`config.mk`:
```
export PLATFORM = sky130hd
export DESIGN_NAME = lt_cmp_sched
export DESIGN_NICKNAME = d
export VERILOG_FILES = /design/src/rtl/lt_cmp_pkg.sv /design/src/rtl/lt_cmp_core.sv /design/src/rtl/lt_cmp_sched.sv
export SDC_FILE = /design/constraint.sdc
export NUM_CORES = 1
export LEC_CHECK = 0
export ABC_CLOCK_PERIOD_IN_PS = 7900
export CAP_MARGIN = 25
export CELL_PAD_IN_SITES_DETAIL_PLACEMENT = 0
export CELL_PAD_IN_SITES_GLOBAL_PLACEMENT = 1
export CORE_ASPECT_RATIO = 1.1
export CORE_UTILIZATION = 31
export DETAILED_ROUTE_END_ITERATION = 10
export PLACE_DENSITY_LB_ADDON = 0.15
export RECOVER_POWER = 100
export SLEW_MARGIN = 20
export SYNTH_ARGS = -nofsm -noshare
export SYNTH_HDL_FRONTEND = slang
export SYNTH_SLANG_ARGS = --single-unit
```
`constraint.sdc`:
```
create_clock -name clk -period 7.9 [get_ports clk]
set_clock_uncertainty 0.15 [all_clocks]
set_input_delay 1.58 -clock clk [delete_from_list [all_inputs] [get_ports clk]]
set_output_delay 1.58 -clock clk [all_outputs]
set_load 0.02 [all_outputs]
```
`src/rtl/lt_cmp_pkg.sv`:
```
// Shared types for the shared less-than comparator scheduler.
// Holds parameter defaults, the scheduler state enum and the stage record.
package lt_cmp_pkg;

  localparam int DEF_NREQ = 4;
  localparam int DEF_W    = 16;
  localparam int DEF_IW   = $clog2(DEF_NREQ);

  typedef enum logic [1:0] {
    IDLE  = 2'd0,
    RUN   = 2'd1,
    STALL = 2'd2
  } sched_st_t;

  // Record sized by the package defaults.
  typedef struct packed {
    logic              valid;
    logic [DEF_IW-1:0] id;
    logic [DEF_W-1:0]  a;
    logic [DEF_W-1:0]  b;
    logic              sgn;
  } stage_t;

endpackage

```
`src/rtl/lt_cmp_core.sv`:
```
// Combinational extend-then-compare: mask each operand to its width,
// sign/zero extend to W bits, then a < b (signed or unsigned).
// Ports: a, b, awidth, bwidth, sgn in; lt out.
module lt_cmp_core #(
  parameter int W = 16
) (
  input  logic [W-1:0] a,
  input  logic [W-1:0] b,
  input  logic [4:0]   awidth,
  input  logic [4:0]   bwidth,
  input  logic         sgn,
  output logic         lt
);

  // Width 0 or anything above W means the full W bits.
  function automatic logic [W-1:0] ext(
    input logic [W-1:0] v,
    input logic [4:0]   w,
    input logic         s
  );
    int n;
    logic [W-1:0] m;
    logic sb;
    n  = (w == 5'd0 || int'(w) > W) ? W : int'(w);
    m  = {W{1'b1}} >> (W - n);
    sb = |(v & (W'(1) << (n - 1)));
    return (s && sb) ? (v | ~m) : (v & m);
  endfunction

  logic [W-1:0] xa;
  logic [W-1:0] xb;

  assign xa = ext(a, awidth, sgn);
  assign xb = ext(b, bwidth, sgn);
  assign lt = sgn ? ($signed(xa) < $signed(xb))
                  : (xa < xb);

endmodule

```
`src/rtl/lt_cmp_sched.sv`:
```
// Round-robin scheduler sharing one comparator among NREQ requesters.
// Ports: clk, rst, req_* (valid/ready, operands, widths, signed),
// res_* (valid/ready, id, lt). Two stages: S1 operands, S2 result.
module lt_cmp_sched
  import lt_cmp_pkg::*;
#(
  parameter int NREQ = DEF_NREQ,
  parameter int W    = DEF_W,
  localparam int IW  = (NREQ > 1) ? $clog2(NREQ) : 1
) (
  input  logic                     clk,
  input  logic                     rst,
  input  logic [NREQ-1:0]          req_valid,
  output logic [NREQ-1:0]          req_ready,
  input  logic [NREQ-1:0][W-1:0]   req_a,
  input  logic [NREQ-1:0][W-1:0]   req_b,
  input  logic [NREQ-1:0][4:0]     req_awidth,
  input  logic [NREQ-1:0][4:0]     req_bwidth,
  input  logic [NREQ-1:0]          req_signed,
  output logic                     res_valid,
  input  logic                     res_ready,
  output logic [IW-1:0]            res_id,
  output logic                     res_lt
);

  stage_t      s1_q;
  logic [4:0]  s1_aw;
  logic [4:0]  s1_bw;
  logic        s2_v;
  logic [IW-1:0] s2_id;
  logic        s2_lt;

  logic [IW-1:0] rr_ptr;
  logic [IW-1:0] gnt_id;
  logic          gnt_ok;
  logic          s2_free;
  logic          s2_load;
  logic          s1_free;
  logic          take;
  logic          core_lt;
  logic          s1_nv;
  logic          s2_nv;
  sched_st_t     st;
  sched_st_t     st_nx;

  // First valid requester at or after rr_ptr, wrapping.
  always_comb begin
    int j;
    j      = 0;
    gnt_ok = 1'b0;
    gnt_id = '0;
    for (int i = 0; i < NREQ; i++) begin
      j = int'(rr_ptr) + i;
      if (j >= NREQ) j = j - NREQ;
      if (!gnt_ok && req_valid[IW'(j)]) begin
        gnt_ok = 1'b1;
        gnt_id = IW'(j);
      end
    end
  end

  assign s2_free = !s2_v || res_ready;
  assign s2_load = s1_q.valid && s2_free;
  assign s1_free = !s1_q.valid || s2_load;
  assign take    = gnt_ok && s1_free && !rst;

  always_comb begin
    req_ready = '0;
    if (take) req_ready[gnt_id] = 1'b1;
  end

  lt_cmp_core #(.W(W)) u_core (
    .a      (W'(s1_q.a)),
    .b      (W'(s1_q.b)),
    .awidth (s1_aw),
    .bwidth (s1_bw),
    .sgn    (s1_q.sgn),
    .lt     (core_lt)
  );

  assign s1_nv = take || (s1_q.valid && !s2_load);
  assign s2_nv = s2_load || (s2_v && !res_ready);

  always_comb begin
    st_nx = st;
    unique case (st)
      IDLE:  if (take) st_nx = RUN;
      RUN: begin
        if (s2_v && !res_ready)
          st_nx = STALL;
        else if (!s1_nv && !s2_nv && !take)
          st_nx = IDLE;
      end
      STALL: if (res_ready) st_nx = RUN;
      default: st_nx = IDLE;
    endcase
  end

  always_ff @(posedge clk) begin
    if (rst) begin
      s1_q   <= '0;
      s1_aw  <= '0;
      s1_bw  <= '0;
      s2_v   <= 1'b0;
      s2_id  <= '0;
      s2_lt  <= 1'b0;
      rr_ptr <= '0;
      st     <= IDLE;
    end else begin
      st <= st_nx;
      if (take) begin
        s1_q.valid <= 1'b1;
        s1_q.id    <= DEF_IW'(gnt_id);
        s1_q.a     <= DEF_W'(req_a[gnt_id]);
        s1_q.b     <= DEF_W'(req_b[gnt_id]);
        s1_q.sgn   <= req_signed[gnt_id];
        s1_aw      <= req_awidth[gnt_id];
        s1_bw      <= req_bwidth[gnt_id];
        rr_ptr     <= (gnt_id == IW'(NREQ - 1))
                      ? '0 : gnt_id + 1'b1;
      end else if (s2_load) begin
        s1_q.valid <= 1'b0;
      end
      if (s2_load) begin
        s2_v  <= 1'b1;
        s2_id <= IW'(s1_q.id);
        s2_lt <= core_lt;
      end else if (res_ready) begin
        s2_v <= 1'b0;
      end
    end
  end

  assign res_valid = s2_v;
  assign res_id    = s2_id;
  assign res_lt    = s2_lt;

endmodule
```
==> flow_metrics.py, run 1 <==
metrics = {
    "setup_path": {
        "reg2reg_from": "s1_aw[0]",
        "arrival_ns": 7.03,
        "startpoint_type": "flop",
        "path_class": "flop to flop",
        "r2r_cells": 20,
        "cp.required_ns": 7.98,
        "path_max_fanout": 15,
        "rrSetupSlack_ns": 0.95,
        "r2r_end": "res_lt",
        "cp-end-kind": "flop",
    },
    "route": {
        "postRouteAntennaNets": 0,
        "vias_per_cell": 5.20,
        "first_pass_iters": 4,
        "drcViolationCount": 0,
        "wirelength_mm": 17.6,
        "routedWlPerCell_um": 16.1,
        "vias": 5667,
        "drt_iter0_markers": 307,
    },
    "clock_network": {
        "cts_setup_buffers": 0,
        "hold_buffers": 0,
        "clk_latency_ns": 0.30,
        "clk_path_buf_depth": 2,
        "root_buffer": "clkbuf_16",
        "post_cts_resized": 0,
        "htreeDepth": 2,
        "cts_tree": "done",
        "cts_inserted_buffers": 5,
        "clock_sinks": 52,
        "path_clk_slew_ns": 0.08,
    },
    "floorplanning": {
        "dieArea_um2": 16600,
        "rows": 48,
        "io_pins": 187,
        "die_h_um": 135,
        "start_util": 0.317,
        "core_um2": 15700,
        "die-width_um": 123,
    },
    "power": {
        "power_mw": 1.43,
        "power_frac_seq": 0.242,
        "power.leakage_nw": 2.87,
        "p_per_area_nw_per_um2": 201,
        "intPower_mw": 0.817,
        "switching_share": 0.428,
        "net-switching-power_mw": 0.611,
        "ir_drop_mv": 0.0847,
        "clkPwrFrac": 0.163,
        "power_frac_comb": 0.594,
    },
    "yosys": {
        "synth_area_um2": 4970,
        "synth_edf_count": 0,
        "async_flop_share": 0,
        "synth_area_leaders": "dfxtp_1 21%, nand2_1 14%, mux2i_1 9.3%, a21oi_1 8.6%, ha_1 7.3%",
        "synth.yosys.seq_area_share": 0.209,
        "synthFlopType": "dfxtp_1",
        "synth_nets": 945,
        "synth.most_common_cell": "nand2_1",
        "yosysUniqueCellTypes": 58,
        "ys_top_cells_by_count": "191 x nand2_1, 85 x a21oi_1, 69 x nand3_1",
        "ys_warn_count": 0,
        "synth_top_area_share": 0.209,
        "yosysTopAreaCell": "dfxtp_1",
        "synth-seq-cells": 52,
        "synthCells": 737,
        "syn_area_per_cell_um2": 6.75,
    },
    "timing": {
        "fin_setup_tns_ns": 0,
        "fin_crit_sh": 0.880,
        "fin_ws_ns": 0.951,
        "fmax_mhz": 144,
        "tightestPinTransition_ns": 3.37,
        "rsz0062_at_grt": "false",
        "setup_viol": 0,
        "finalCriticalPeriod_ns": 6.95,
        "relSlewSlack": -1.24,
        "slew_violations": 114,
        "final-hold-violation-count": 0,
    },
    "grt": {
        "grt_max_degree": 66,
        "grt_pass1_vias": 5658,
        "grt_pass1_wl_mm": 28.2,
        "grt_use_total": 0.217,
        "overflow": 0,
        "antenna_found_initial": 0,
    },
    "cells_and_area": {
        "area_growth_pct": 42.8,
        "final_layout_size_suffix_gt1_frac": 0.0450,
        "stdcell_count": 1089,
        "fin_nets": 1096,
        "fin_util": 0.453,
        "n_antenna_cell": 0,
    },
    "hold_path": {
        "holdPathStages": 2,
        "worstHoldPathType": "flop to flop",
        "hp-start": "s1_q[34]",
        "min_to": "s1_q[34]",
    },
    "run_status": {
        "violations": "capacitance limit, slew limit",
        "status": "complete, but fails checks",
    },
    "placed_design": {
        "dp_hpwl_mm": 14.0,
        "globalplace.congestion": 0.875,
        "post-place-cells": 1081,
        "port_buffers": 186,
        "dpl_worst_slack_ns": 1.17,
    },
    "flow_run": {
        "max-cap-violations": 2,
    },
}
-- stage by stage --
step           area [µm²]  hold WS, ns
4_1_cts              7130        0.297
5_1_grt              7100        0.323
6_report             7100        0.296
3_3_place_gp         6950        0.279
2_1_floorplan        4970        0.272
3_5_place_dp         6970        0.285
-- layout make-up --
class	count	area, µm²
inverters	14	52.6
clock inverters	3	33.8
multi-input cells	623	3700
well taps	200	250
clock buffers	5	125
repair buffers	192	1900
flip-flops and latches	52	1040
fillers	1602	8570
-- layout by cell type (no fill, tap or decap), drive strengths merged, types with 4 or more instances in the layout --
cell type      synthesis  final
nand2                191    191
clkdlybuf4s50          0    179
a21oi                 85     85
nand3                 69     69
dfxtp                 52     52
mux2i                 46     46
o21ai                 37     37
nor2                  34     34
ha                    29     29
mux2                  15     15
inv                   13     14
nand2b                13     13
and2                   8      8
clkbuf                31      8
nor2b                  7      7
dlygate4sd3            0      7
o211ai                 7      7
nor3                   7      7
a211oi                 6      6
xor2                   5      5
o21bai                 5      5
o21a                   4      4
nor4                   4      4
and3                   4      4
a211o                  4      4
o22ai                  4      4
-- power groups by stage --
stage               clock network [mW]  registers (mW)  logic (mW)
floorplan                            0           0.329       0.609
global placement                     0           0.353       0.838
detailed placement                   0           0.353       0.845
CTS                              0.239           0.347       0.851
global route                     0.248           0.351       0.956
finish                           0.233           0.346       0.849
-- worst max-delay path, stage by stage (launching register included) --
cell      delay [ns]
dfxtp_1         0.43
nor4_1          0.67
inv_1           0.10
ha_1            0.48
nor2b_1         0.55
inv_1           0.18
ha_1            0.41
xor2_1          0.44
mux4_2          0.57
a211oi_2        0.22
o221a_2         0.23
nor3_2          0.11
mux2_2          0.31
ha_1            0.31
a21o_1          0.19
a221oi_1        0.31
o211ai_1        0.14
a211oi_1        0.27
nor2b_1         0.10
or4b_1          0.52
o211ai_2        0.15
-- layer usage --
| metal | GRT usage | share of wire |
|---|---|---|
| met5 | 0 | 0 |
| met4 | 0.0664 | 0.022 |
| met3 | 0.0418 | 0.065 |
| met2 | 0.375 | 0.47 |
| met1 | 0.269 | 0.45 |
-- worst max path at each step --
| stage | start | to | slack (ns) |
|---|---|---|---|
| floorplan | s1_aw[1] | res_lt | 2.29 |
| global placement | s1_aw[0] | res_lt | 1.34 |
| detailed placement | s1_aw[0] | res_lt | 1.17 |
| CTS | s1_aw[0] | res_lt | 1.12 |
| global route | s1_aw[0] | res_lt | 0.37 |
| finish | s1_aw[0] | res_lt | 0.95 |
-- kinds of logic after synthesis --
family                     synth area share
AOI/OAI and AO/OA                     0.208
muxes                                 0.131
buffers and inverters                0.0493
and+or+nand+nor                       0.317
DFF                                   0.209
xor gates and xnor gates             0.0123
adders and majority gates            0.0730
-- flip-flops by register name, indices dropped and copies added (netlist names) --
| name | count |
|---|---|
| s1_bw | 5 |
| s1_aw | 5 |
| s1_q | 36 |
| rr_ptr | 2 |
| res_valid | 1 |
| res_id | 2 |
| res_lt | 1 |
No activity file was read; power rests on OpenSTA's default activity.
==> run 2: changes to the inputs <==
--- a/config.mk
+++ b/config.mk
@@ -8,9 +8,9 @@
 export ABC_CLOCK_PERIOD_IN_PS = 7900
 export CAP_MARGIN = 25
 export CELL_PAD_IN_SITES_DETAIL_PLACEMENT = 0
-export CELL_PAD_IN_SITES_GLOBAL_PLACEMENT = 1
+export CELL_PAD_IN_SITES_GLOBAL_PLACEMENT = 2
 export CORE_ASPECT_RATIO = 1.1
-export CORE_UTILIZATION = 31
+export CORE_UTILIZATION = 23
 export DETAILED_ROUTE_END_ITERATION = 10
 export PLACE_DENSITY_LB_ADDON = 0.15
 export RECOVER_POWER = 100
==> flow_metrics.py, run 2 (same netlist as run 1, synthesis figures left out) <==
metrics = {
    "cells_and_area": {
        "mostFrequentLayoutCell": "nand2_1",
        "fin_nets": 1096,
        "layout_common_cells": "191 x nand2_1, 179 x clkdlybuf4s50_1, 85 x a21oi_1",
        "multi_input_area_um2": 3700,
        "fin_util": 0.340,
        "regArea_um2": 1040,
        "largest_reg_flops": 36,
        "final_layout_size_suffix_gt1_frac": 0.0484,
        "top_register": "s1_q",
        "n_antenna_cell": 0,
        "final_cell_area_um2": 7210,
        "fillers": 2280,
        "top_regs": "s1_q x36, s1_aw x5, s1_bw x5",
        "area_growth_pct": 45.0,
    },
    "clock_network": {
        "clk_latency_ns": 0.30,
        "htreeDepth": 2,
        "cts_setup_buffers": 0,
        "cts_tree": "done",
        "root_buffer": "clkbuf_16",
        "cts_inserted_buffers": 5,
        "hold_buffers": 0,
        "clk_path_buf_depth": 2,
        "clock_sinks": 52,
        "path_clk_slew_ns": 0.08,
        "post_cts_resized": 0,
    },
    "floorplanning": {
        "io_pins": 187,
        "rows": 56,
        "core_um2": 21200,
        "start_util": 0.234,
        "dieArea_um2": 22200,
        "die_h_um": 156,
        "die-width_um": 142,
    },
    "run_status": {
        "violations": "capacitance limit, slew limit",
        "status": "complete, but fails checks",
    },
    "grt": {
        "antenna_found_initial": 0,
        "grtUsageMet2": 0.301,
        "grt_max_degree": 48,
        "grt_use_met1": 0.219,
        "overflow": 0,
        "grt_pass1_vias": 5675,
        "grt_busiest_layer": "met2",
        "grt_use_total": 0.171,
        "grt_pass1_wl_mm": 29.8,
        "use_met3": 0.0223,
    },
    "hold_path": {
        "worstHoldPathType": "flop to flop",
        "hp-start": "s1_q[34]",
        "min_to": "s1_q[34]",
        "holdPathStages": 2,
    },
    "setup_path": {
        "r2r_cells": 20,
        "path_class": "flop to flop",
        "path_max_fanout": 15,
        "arrival_ns": 7.02,
        "startpoint_type": "flop",
        "rrSetupSlack_ns": 0.96,
        "cp-end-kind": "flop",
        "critPathMostFrequentCell": "ha_1",
        "path_buf_inv": 2,
        "cp_slowest_stage_delay_ns": 0.65,
        "r2r_end": "res_lt",
        "path_cells": "nor4_1 > inv_1 > ha_1 > nor2b_1 > inv_1 > ha_1 > xor2_1 > mux4_2 > a211oi_2 > o221a_2 > nor3_2 > mux2_2 > ha_1 > and3_1 > a221oi_1 > o211ai_1 > a211oi_1 > nor2b_1 > or4b_1 > o211ai_2",
        "cp_slowest_cell": "nor4_1",
        "cp.required_ns": 7.98,
        "reg2reg_from": "s1_aw[0]",
        "crit_family": "simple AND/OR/NAND/NOR gates",
    },
    "timing": {
        "setup_viol": 0,
        "fin_crit_sh": 0.878,
        "final-hold-violation-count": 0,
        "tightestPinTransition_ns": 1.54,
        "relSlewSlack": -0.0298,
        "fmax_mhz": 144,
        "rsz0062_at_grt": "false",
        "finalCriticalPeriod_ns": 6.94,
        "fin_setup_tns_ns": 0,
        "fin_hold_ws_ns": 0.300,
        "slew_violations": 36,
    },
    "route": {
        "vias_per_cell": 4.78,
        "postRouteAntennaNets": 0,
        "vias": 5640,
        "drcViolationCount": 0,
        "wirelength_mm": 18.9,
        "drt_iter0_markers": 313,
        "routedWlPerCell_um": 16.1,
        "first_pass_iters": 5,
    },
    "power": {
        "power.leakage_nw": 2.87,
        "power_mw": 1.43,
        "p_per_area_nw_per_um2": 198,
        "ir_drop_mv": 0.0848,
    },
    "placed_design": {
        "placed_area_um2": 7070,
        "globalplace.congestion": 0.864,
        "port_buffers": 186,
        "dp_hpwl_mm": 15.2,
    },
    "flow_run": {
        "max-cap-violations": 1,
    },
}
run 2: worst max-delay path by stage:
stage             start  slack (ns)  cells after the start  endpoint
3_5_place_dp   s1_aw[0]        1.21                     20    res_lt
4_1_cts        s1_aw[0]        1.13                     20    res_lt
6_report       s1_aw[0]        0.96                     20    res_lt
3_3_place_gp   s1_aw[0]        1.32                     20    res_lt
2_1_floorplan  s1_aw[1]        2.29                     21    res_lt
5_1_grt        s1_aw[0]        0.37                     20    res_lt
run 2: layer usage:
metal,wire (µm),vias to the layer above
li1,-,2878
met1,8770,2556
met2,8960,194
met3,963,12
met4,230,0
met5,0,-
run 2: worst reg2reg max path, cell delays in order, from the launching register on:
cell and delay [ns]:
dfxtp_1 0.44, nor4_1 0.65, inv_1 0.10, ha_1 0.48, nor2b_1 0.55, inv_1 0.18
ha_1 0.40, xor2_1 0.47, mux4_2 0.58, a211oi_2 0.22, o221a_2 0.22, nor3_2 0.11
mux2_2 0.32, ha_1 0.31, and3_1 0.20, a221oi_1 0.29, o211ai_1 0.14, a211oi_1 0.28
nor2b_1 0.10, or4b_1 0.53, o211ai_2 0.15
run 2: where the power goes:
| part | switching [mW] | internal, mW | total (mW) |
|---|---|---|---|
| logic | 0.462 | 0.390 | 0.852 |
| registers | 0.0489 | 0.299 | 0.348 |
| clock network | 0.110 | 0.121 | 0.231 |
run 2: area by class of cell:
class,count,area share
sequential,52,0.144
timing repair buffer,192,0.264
clock buffer,5,0.0174
inverter,14,0.00729
tap,290,0.0503
clock inverter,3,0.00382
multi-input combinational,623,0.513
run 2: stage by stage:
step | instances | worst slack, ns
after floorplan | 737 | 2.29
after global placement | 1170 | 1.32
after detailed placement | 1170 | 1.21
after CTS | 1178 | 1.13
after global routing | 1179 | 0.369
final | 1179 | 0.964
==> run 3: changes to the inputs <==
--- a/config.mk
+++ b/config.mk
@@ -14,6 +14,7 @@
 export DETAILED_ROUTE_END_ITERATION = 10
 export PLACE_DENSITY_LB_ADDON = 0.15
 export RECOVER_POWER = 100
+export SKIP_LAST_GASP = 1
 export SLEW_MARGIN = 20
 export SYNTH_ARGS = -nofsm -noshare
 export SYNTH_HDL_FRONTEND = slang
==> results of run 3 <==
Same layout as run 2: the final DEF is identical, and so are final timing and power.
